===== src/rtl/hidden_layer_if.sv =====
// Handshake and weight-load bundle for the time-multiplexed hidden layer.
// The master side feeds input vectors and weights; the slave side is the layer itself.
interface hidden_layer_if #(
    parameter int NUM_IN  = 4,
    parameter int NUM_OUT = 4,
    parameter int IN_W    = 5,
    parameter int W_W     = 5,
    parameter int OUT_W   = 12
);
    localparam int NUM_W = NUM_IN * NUM_OUT;
    localparam int AW    = (NUM_W > 1) ? $clog2(NUM_W) : 1;

    logic                        in_valid;
    logic                        in_ready;
    logic [NUM_IN*IN_W-1:0]      in_data;
    logic                        w_we;
    logic [AW-1:0]               w_addr;
    logic signed [W_W-1:0]       w_data;
    logic                        out_valid;
    logic                        out_ready;
    logic [NUM_OUT*OUT_W-1:0]    out_data;
    logic                        busy;

    modport master (
        output in_valid, in_data, w_we, w_addr, w_data, out_ready,
        input  in_ready, out_valid, out_data, busy
    );

    modport slave (
        input  in_valid, in_data, w_we, w_addr, w_data, out_ready,
        output in_ready, out_valid, out_data, busy
    );
endinterface


===== src/rtl/hidden_layer_seq.sv =====
// Time-multiplexed dense hidden layer: one shared signed MAC walks NUM_OUT neurons
// over NUM_IN inputs, with a loadable weight file and saturating (optionally ReLU) outputs.
module hidden_layer_seq #(
    parameter int NUM_IN  = 4,
    parameter int NUM_OUT = 4,
    parameter int IN_W    = 5,
    parameter int W_W     = 5,
    parameter int OUT_W   = 12,
    parameter bit RELU    = 1'b1
) (
    input  logic            clk,
    input  logic            rst_n,
    hidden_layer_if.slave   bus
);
    localparam int NUM_W = NUM_IN * NUM_OUT;
    localparam int AW    = (NUM_W > 1) ? $clog2(NUM_W) : 1;
    localparam int IW    = (NUM_IN > 1) ? $clog2(NUM_IN) : 1;
    localparam int OW    = (NUM_OUT > 1) ? $clog2(NUM_OUT) : 1;
    localparam int PW    = IN_W + W_W;
    localparam int ACC_W = PW + $clog2(NUM_IN) + 1;
    localparam int SW    = ((ACC_W > OUT_W) ? ACC_W : OUT_W) + 1;

    typedef enum logic [1:0] {
        S_IDLE = 2'd0,
        S_MAC  = 2'd1,
        S_DONE = 2'd2
    } state_t;

    state_t                      state_q, state_d;
    logic [NUM_IN*IN_W-1:0]      in_q, in_d;
    logic signed [ACC_W-1:0]     acc_q, acc_d;
    logic [IW-1:0]               i_q, i_d;
    logic [OW-1:0]               o_q, o_d;
    logic [NUM_OUT*OUT_W-1:0]    out_q, out_d;
    logic signed [W_W-1:0]       w_q [NUM_W];
    logic signed [W_W-1:0]       w_d [NUM_W];

    logic [AW-1:0]               w_idx;
    logic signed [IN_W-1:0]      x_cur;
    logic signed [W_W-1:0]       w_cur;
    logic signed [PW-1:0]        prod;
    logic signed [ACC_W-1:0]     acc_sum;

    // Clamp to the OUT_W range first, then optionally drop negatives.
    function automatic logic signed [OUT_W-1:0] sat_act(input logic signed [ACC_W-1:0] v);
        logic signed [SW-1:0]    x;
        logic signed [SW-1:0]    hi;
        logic signed [SW-1:0]    lo;
        logic signed [OUT_W-1:0] r;
        x  = {{(SW-ACC_W){v[ACC_W-1]}}, v};
        hi = {{(SW-OUT_W+1){1'b0}}, {(OUT_W-1){1'b1}}};
        lo = {{(SW-OUT_W+1){1'b1}}, {(OUT_W-1){1'b0}}};
        if (x > hi) begin
            r = hi[OUT_W-1:0];
        end else if (x < lo) begin
            r = lo[OUT_W-1:0];
        end else begin
            r = x[OUT_W-1:0];
        end
        if (RELU && r[OUT_W-1]) begin
            r = '0;
        end
        return r;
    endfunction

    // Operands are sign-extended to the full product width, so the low PW bits are exact.
    always_comb begin
        w_idx   = AW'(int'(o_q) * NUM_IN + int'(i_q));
        x_cur   = in_q[int'(i_q)*IN_W +: IN_W];
        w_cur   = w_q[w_idx];
        prod    = {{W_W{x_cur[IN_W-1]}}, x_cur} * {{IN_W{w_cur[W_W-1]}}, w_cur};
        acc_sum = acc_q + {{(ACC_W-PW){prod[PW-1]}}, prod};
    end

    always_comb begin
        state_d = state_q;
        in_d    = in_q;
        acc_d   = acc_q;
        i_d     = i_q;
        o_d     = o_q;
        out_d   = out_q;
        w_d     = w_q;

        case (state_q)
            S_IDLE: begin
                if (bus.in_valid) begin
                    in_d    = bus.in_data;
                    acc_d   = '0;
                    i_d     = '0;
                    o_d     = '0;
                    state_d = S_MAC;
                end
            end
            S_MAC: begin
                if (i_q == IW'(NUM_IN - 1)) begin
                    out_d[int'(o_q)*OUT_W +: OUT_W] = sat_act(acc_sum);
                    acc_d = '0;
                    i_d   = '0;
                    if (o_q == OW'(NUM_OUT - 1)) begin
                        o_d     = '0;
                        state_d = S_DONE;
                    end else begin
                        o_d = o_q + OW'(1);
                    end
                end else begin
                    acc_d = acc_sum;
                    i_d   = i_q + IW'(1);
                end
            end
            S_DONE: begin
                if (bus.out_ready) begin
                    state_d = S_IDLE;
                end
            end
            default: state_d = S_IDLE;
        endcase

        // Weights are frozen outside IDLE so a running computation sees one consistent set.
        if (bus.w_we && (state_q == S_IDLE) && (int'(bus.w_addr) < NUM_W)) begin
            w_d[bus.w_addr] = bus.w_data;
        end
    end

    always_ff @(posedge clk or negedge rst_n) begin
        if (!rst_n) begin
            state_q <= S_IDLE;
            in_q    <= '0;
            acc_q   <= '0;
            i_q     <= '0;
            o_q     <= '0;
            out_q   <= '0;
            w_q     <= '{default: '0};
        end else begin
            state_q <= state_d;
            in_q    <= in_d;
            acc_q   <= acc_d;
            i_q     <= i_d;
            o_q     <= o_d;
            out_q   <= out_d;
            w_q     <= w_d;
        end
    end

    assign bus.in_ready  = (state_q == S_IDLE);
    assign bus.out_valid = (state_q == S_DONE);
    assign bus.busy      = (state_q != S_IDLE);
    assign bus.out_data  = out_q;
endmodule


===== src/flat_wrapper.sv =====
// flat-port wrapper written by rule: the top's interface ports become plain ports
module hidden_layer_seq_flat 
#(
    parameter int NUM_IN  = 4,
    parameter int NUM_OUT = 4,
    parameter int IN_W    = 5,
    parameter int W_W     = 5,
    parameter int OUT_W   = 12,
    parameter bit RELU    = 1'b1
)
  (clk, rst_n, bus_in_valid, bus_in_data, bus_w_we, bus_w_addr, bus_w_data, bus_out_ready, bus_in_ready, bus_out_valid, bus_out_data, bus_busy);
  hidden_layer_if #(.NUM_IN(NUM_IN), .NUM_OUT(NUM_OUT), .IN_W(IN_W), .W_W(W_W), .OUT_W(OUT_W)) bus_i ();
  input  logic clk;
  input  logic rst_n;
  input wire logic [$bits(bus_i.in_valid)-1:0] bus_in_valid;
  input wire logic [$bits(bus_i.in_data)-1:0] bus_in_data;
  input wire logic [$bits(bus_i.w_we)-1:0] bus_w_we;
  input wire logic [$bits(bus_i.w_addr)-1:0] bus_w_addr;
  input wire logic [$bits(bus_i.w_data)-1:0] bus_w_data;
  input wire logic [$bits(bus_i.out_ready)-1:0] bus_out_ready;
  output wire logic [$bits(bus_i.in_ready)-1:0] bus_in_ready;
  output wire logic [$bits(bus_i.out_valid)-1:0] bus_out_valid;
  output wire logic [$bits(bus_i.out_data)-1:0] bus_out_data;
  output wire logic [$bits(bus_i.busy)-1:0] bus_busy;
  assign bus_i.in_valid = bus_in_valid;
  assign bus_i.in_data = bus_in_data;
  assign bus_i.w_we = bus_w_we;
  assign bus_i.w_addr = bus_w_addr;
  assign bus_i.w_data = bus_w_data;
  assign bus_i.out_ready = bus_out_ready;
  assign bus_in_ready = bus_i.in_ready;
  assign bus_out_valid = bus_i.out_valid;
  assign bus_out_data = bus_i.out_data;
  assign bus_busy = bus_i.busy;
  hidden_layer_seq #(.NUM_IN(NUM_IN), .NUM_OUT(NUM_OUT), .IN_W(IN_W), .W_W(W_W), .OUT_W(OUT_W), .RELU(RELU)) u_core (.clk(clk), .rst_n(rst_n), .bus(bus_i));
endmodule

===== config.mk =====
export PLATFORM = sky130hd
export DESIGN_NAME = hidden_layer_seq_flat
export DESIGN_NICKNAME = d
export VERILOG_FILES = /design/src/rtl/hidden_layer_if.sv /design/src/rtl/hidden_layer_seq.sv /design/src/flat_wrapper.sv
export SDC_FILE = /design/constraint.sdc
export NUM_CORES = 1
export LEC_CHECK = 0
export CAP_MARGIN = 25
export CELL_PAD_IN_SITES_DETAIL_PLACEMENT = 1
export CELL_PAD_IN_SITES_GLOBAL_PLACEMENT = 2
export CORE_ASPECT_RATIO = 2
export CORE_MARGIN = 1.5
export CORE_UTILIZATION = 36
export DETAILED_ROUTE_END_ITERATION = 8
export PLACE_DENSITY_LB_ADDON = 0.1
export SETUP_SLACK_MARGIN = 0.02
export SYNTH_ARGS = -nofsm -noshare
export SYNTH_HDL_FRONTEND = slang
export SYNTH_SLANG_ARGS = --single-unit

===== constraint.sdc =====
create_clock -name clk -period 7.54 [get_ports clk]
set_input_delay 1.885 -clock clk [delete_from_list [all_inputs] [get_ports clk]]
set_output_delay 1.885 -clock clk [all_outputs]
set_load 0.05 [all_outputs]

After elaboration in Yosys (flattened, before gate mapping)
Index checks and enable logic that the tools add are counted.
{ "classes": {"addsub": 5, "n_mul": 3, "order_cmp": 5, "n_eq_ne": 8, "n_shift": 3, "mux": 28, "n_bitwise": 2, "reduce_logical": 10} }
{ "ops": {"columns": ["op", "n"], "rows": [
  ["80-bit bitwise mux", 1],
  ["12-bit 2-to-1 mux", 6],
  ["48-bit bitwise mux", 1],
  ["12-bit by 33-bit variable shift with 48-bit output (first input constant)", 1],
  ["12-bit by 33-bit indexed part select with 48-bit output", 1],
  ["32-bit negator with 33-bit output", 1],
  ["13-bit 2-to-1 mux", 2],
  ["13-bit one-hot mux with 2 select lines", 1],
  ["5-bit binary-select mux with 4-bit select", 1],
  ["5-bit demux with 4-bit select", 1],
  ["20-bit by 6-bit indexed part select with 5-bit output", 1],
  ["2-bit 2-to-1 mux", 8],
  ["5-bit 2-to-1 mux", 3],
  ["13-bit adder", 1],
  ["13-bit by 12-bit > comparator with 1-bit output (second input constant)", 1],
  ["13-bit by 12-bit < comparator with 1-bit output (second input constant)", 1],
  ["11-bit 2-to-1 mux", 1],
  ["5-bit greater-or-equal comparator (second input constant)", 2],
  ["5-bit by 5-bit multiplier with 10-bit output", 1],
  ["4-bit inverter with 5-bit output", 2],
  ["2-bit one-hot mux with 2 select lines", 2],
  ["2-bit == test (second input constant)", 3],
  ["2-bit one-hot mux with 3 select lines", 1],
  ["2-bit AND reduction", 3],
  ["other kinds (13)", 18]
]} }
{ "word_totals": {"regBits": 167, "out_inout_bits": 51, "word_cells": 86} }

Depth between registers and ports, before layout
Gate-level depths: netlist of run 1.
{ "depth": {"depth_word": 17, "mapped_depth": 28, "ltp_nobuf": 24} }

Least setup slack after synthesis of run 1
Ideal clock, no wire load.
{ "synth_timing": {"path_kind": "reg2reg", "start": "register u_core.i_q[0]", "end": "register u_core.out_q[18], in the netlist u_core.bus.out_data[18]", "setup_ns": 0.092, "arrival_ns": 7.328, "required_ns": 7.448, "slack_ns": 0.120, "path_stages_with_launch": 25, "path_buffers": 3, "synth_period_minus_slack_ns": 7.420, "path_cell_list": "dfrtp_1 clkbuf_1 buf_1 mux4_2 mux4_2 and2_1 fa_1 inv_1 fa_1 fa_1 inv_1 fa_1 a211oi_1 o21bai_1 a21oi_1 xnor2_1 ha_1 a21oi_1 o21a_1 nor2_1 a2111oi_4 xnor2_1 or3_1 buf_2 o31ai_2"} }
{ "synth_via": {"elab_chain_cells": 17, "elab_cells_between_ends": 22, "classes_between": "add/sub: 2; mul: 2; order compare: 2; eq/ne: 1; shift: 2; mux: 11; bitwise: 1; reduce/logical: 1"} }
{ "synth_rtl": {"columns": ["item", "line_no", "source"], "rows": [
  ["from (decl)", "hidden_layer_seq.sv:32", "logic [IW-1:0] i_q, i_d;"],
  ["from (signal assigned)", "hidden_layer_seq.sv:137", "i_q <= i_d;"],
  ["branches (longest 17 deep; another with 13-bit adder)", null, null],
  ["to (signal assigned)", "hidden_layer_seq.sv:139", "out_q <= out_d;"],
  ["to (decl)", "hidden_layer_seq.sv:34", "logic [NUM_OUT*OUT_W-1:0] out_q, out_d;"]
]} }
Parallel ways; which one is timed is not known. The select of a mux whose other input is x is not followed.
A chain may end at the register's enable or synchronous reset.

Worst setup path in the final report of run 1
{ "layout_timing": {"start": "register u_core.i_q[0]", "end": "register u_core.out_q[36], in the netlist u_core.bus.out_data[36]"} }
The elaborated chain is that of the path after synthesis.

==> results of run 1 <==
==> state kept, by name, indices dropped and copies added, names as in the netlist <==
signal / flops
u_core.w_q: 80
u_core.bus.out_data: 48
u_core.in_q: 20
u_core.acc_q: 13
u_core.i_q: 2
u_core.o_q: 2
u_core.state_q: 2
==> cells by family (layout without fill, tap and decap cells) <==
family	count (synthesis)	count (layout)	synth area share [%]
simple gates	182	182	9.61
flops	167	167	46.5
mux	130	130	19.9
compound gates	127	127	9.88
buf+inv	71	187	2.98
xor+xnor	22	22	2.30
fa+ha+maj	53	53	8.87
==> final timing paths <==
kind,startpoint,endpoint,slack [ns],depth (start not counted)
worst max-delay path,u_core.i_q[0],u_core.bus.out_data[36],0.37,23
worst min-delay path,u_core.bus.out_data[1],u_core.bus.out_data[1],0.48,2
worst max register to register,u_core.i_q[0],u_core.bus.out_data[36],0.37,23
worst min register to register,u_core.bus.out_data[1],u_core.bus.out_data[1],0.48,2
max in group asynchronous,rst_n,u_core.w_q[2],4.93,2
min in group asynchronous,rst_n,u_core.bus.out_data[23],1.43,1
==> worst min-delay path: cells and delay by family (launching register included) <==
kind             cells  cell delay [ns]
flip-flops           1             0.34
AO/OA/AOI/OAI        1             0.06
AND/OR/NAND/NOR      1             0.04
==> area by class of cell <==
| cell class | instances | area, µm² | share of cell area, % |
|---|---|---|---|
| Multi-Input combinational cell | 514 | 4560 | 41.5 |
| Sequential cell | 167 | 4180 | 38.0 |
| Timing Repair Buffer | 118 | 1130 | 10.3 |
| Clock buffer | 19 | 453 | 4.12 |
| Inverter | 37 | 139 | 1.26 |
| Tap cell | 332 | 415 | 3.78 |
| Clock inverter | 13 | 111 | 1.01 |
==> cells in the mapped netlist, types with 4 or more instances <==
cell type	count	share of area, %
a21oi_1	18	1.0
or2_2	4	0.28
ha_1	35	4.9
nand3_1	12	0.67
o21ai_0	45	2.5
nor2b_1	7	0.49
buf_1	4	0.17
nand2_1	63	2.6
mux2_2	101	13
clkbuf_1	29	1.2
nor3_1	6	0.33
o21bai_1	4	0.33
a22o_1	15	1.5
o31ai_1	6	0.50
mux4_2	29	7.3
and2_1	22	1.5
and3_1	5	0.35
a21o_1	5	0.42
or3_1	4	0.28
a32oi_1	5	0.49
nor2_1	43	1.8
a211oi_1	4	0.33
inv_1	37	1.5
xor2_1	8	0.78
dfrtp_1	167	46
fa_1	18	4.0
xnor2_1	13	1.3
==> what timing repair did <==
action | in CTS | in global routing
gates resized for setup | 0 | 2
endpoints found under the hold margin | 0 | 0
hold buffers | 0 | 0
buffers inserted | 0 | 1
setup endpoints to repair | 0 | 23
==> metal layers <==
layer  global-route usage [%]  part of all wire, %
met1                     19.9                   32
met2                     45.0                   61
met3                     3.42                  1.9
met4                     10.7                  4.4
met5                        0                    0
==> through the flow <==
stage | TNS, ns | cells
5_1_grt | -0.0164 | 1200
4_1_cts | 0 | 1198
3_3_place_gp | 0 | 1164
2_1_floorplan | 0 | 752
6_report | 0 | 1200
3_5_place_dp | 0 | 1166
==> results summary, run 1 <==
The run finished with clean final reports. The actual slew at the worst max-slew pin came out at around 1 ns. The cell area reported after detailed placement came out at slightly above 10000 µm². The number of enable flip-flop cells after synthesis came out at 0. The count of buffers from port buffering came out at 84. The share of the clock period used by the worst path came out at 95.0%. The synthesis-to-layout area growth is 22.2%. The delay of the slowest cell on the worst path is 0.55 ns. The repair_antennas step left the layout with diodes totalling 0. Counting distinct cell types in the post-synthesis netlist gives 55. In this design, the largest share of critical-path delay is due to adder cells. The average instance in the mapped netlist occupies 12.0 µm². The post-route worst hold slack came out at approximately 0.48 ns.

After legalization and detailed placement, the total HPWL measured 20700 µm. The total of flip-flops plus latches after synthesis is between 150 and 200. The DRC violation count after routing is 0. The clock period could shrink to just over 7 ns. The commonest non-fill, non-tap cell in the layout is dfrtp_1. The fraction of synthesis flops using an asynchronous set or reset pin is 100%. The worst hold path belongs to the class register to register. In the final layout, the share of cells above drive strength 1 is between 20% and 30%. Of the synthesized area, sequential elements account for 46.5%. The yosys synthesis warning count came out at 0. Derived from the worst setup path, the maximum achievable clock frequency is 140 MHz. The max-slew violation total from the final report came to 0. The die covers 26000 µm². The number of buffers and inverters on the critical path is 4.

The number of detailed-route iterations in the first pass is 4. The synthesized net count is between 800 and 900. By instance count, the cell type seen most on the critical path is fa_1. The H-tree was split into 4 levels. In the synthesized netlist the dominant register cell turns out to be dfrtp_1. The required time at the worst-slack endpoint came out at 7.90 ns. The clock passes through at most 2 buffers. The final standard cell area without fillers came out at around 11000 µm².

Clock skew on the completed layout was measured at around 0.009 ns. The width of the die came out at between 100 and 150 µm. The number of instances in the synthesized netlist came out at ~750. The final layout contains about 940 nets. The number of global-route vias before repair is around 7300. The cell area after synthesis came out at 8990 µm².

The via count is about 6400. TritonCTS built the clock tree. The final core utilization is 44.8%. The core area came out at 24500 µm². The source-to-sink clock delay at the later pin of the worst-skew pair came out at roughly 0.45 ns. The total global-route track usage came out at between 20% and 30%. In this run the worst path has a maximum fanout of 26. Traced cell by cell, the critical path runs through buf_12, mux4_2, mux4_2, and2_1, fa_1, inv_1, fa_1, fa_1, inv_1, fa_1, a211oi_1, o21bai_1, a21oi_1, xnor2_1, ha_1, a21oi_1, o21a_1, nor2_1, a2111oi_4, xor2_1, buf_4, nand4_1, o221ai_1. The number of top-level pins came out at between 80 and 90. The via-per-instance ratio came out at 5.34. The number of fill cells in the layout is approximately 2700. Setup repair after global routing could not meet its margin everywhere. In the final routed layout, each cell accounts on average for between 20 and 25 µm. The top cell types in the final layout, fill and taps aside, are 166 x dfrtp_1, 101 x mux2_2, 83 x clkdlybuf4s50_1. The final RePlAce weighted congestion is about 0.84. After clock tree synthesis, the clock-pin slew on the worst setup and hold paths is about 0.07 ns. At the worst endpoint, the arrival time is approximately 7.5 ns.

The cell with the largest stage delay on the worst path is mux4_2. The initial antenna violation count came out at 0. After floorplanning, the core was divided into 81 placement rows. The setup violation total in the final timing report is 0. The iteration-0 DRC count of the detailed router came out at 130. The number of buffers added by the clock tree synthesis step came out at 17.

The root buffer cell chosen for the clock tree is clkbuf_16. The aggregate global routing overflow is 0. The total count of hold-check failures in the final report is 0. Headroom to the max-slew limit came out at roughly a third. The worst setup path is launched from a register. The remaining antenna violation count is 0. The die extent in y is roughly 230 µm. The global-route wire length before repair came out at between 40000 and 50000 µm. Setup slack on the critical path of the routed design comes to 0.373 ns.

The largest net degree at the start of global routing is 65. The worst slack at placement came out at 0.322 ns. The sum of routed wire length over all layers is about 26000 µm. The CTS sink count is ~170. The worst setup path is captured at a register. Across the run, the number of max-cap violations was 0. The type of the setup path with the least slack is register to register. The initial core utilization is between 30% and 40%.
Power of run 1 is not shown: default switching activity piles up to over one toggle a cycle in this logic, so the estimate is an artifact.
==> run 2, diff against run 1 <==
--- a/config.mk
+++ b/config.mk
@@ -12,6 +12,7 @@
 export CORE_MARGIN = 1.5
 export CORE_UTILIZATION = 36
 export DETAILED_ROUTE_END_ITERATION = 8
+export GPL_ROUTABILITY_DRIVEN = 0
 export PLACE_DENSITY_LB_ADDON = 0.1
 export SETUP_SLACK_MARGIN = 0.02
 export SYNTH_ARGS = -nofsm -noshare
==> results of run 2 <==
No change in the layout: final DEF, timing and power equal those of run 1.
Power of run 2 is left out for the same reason.
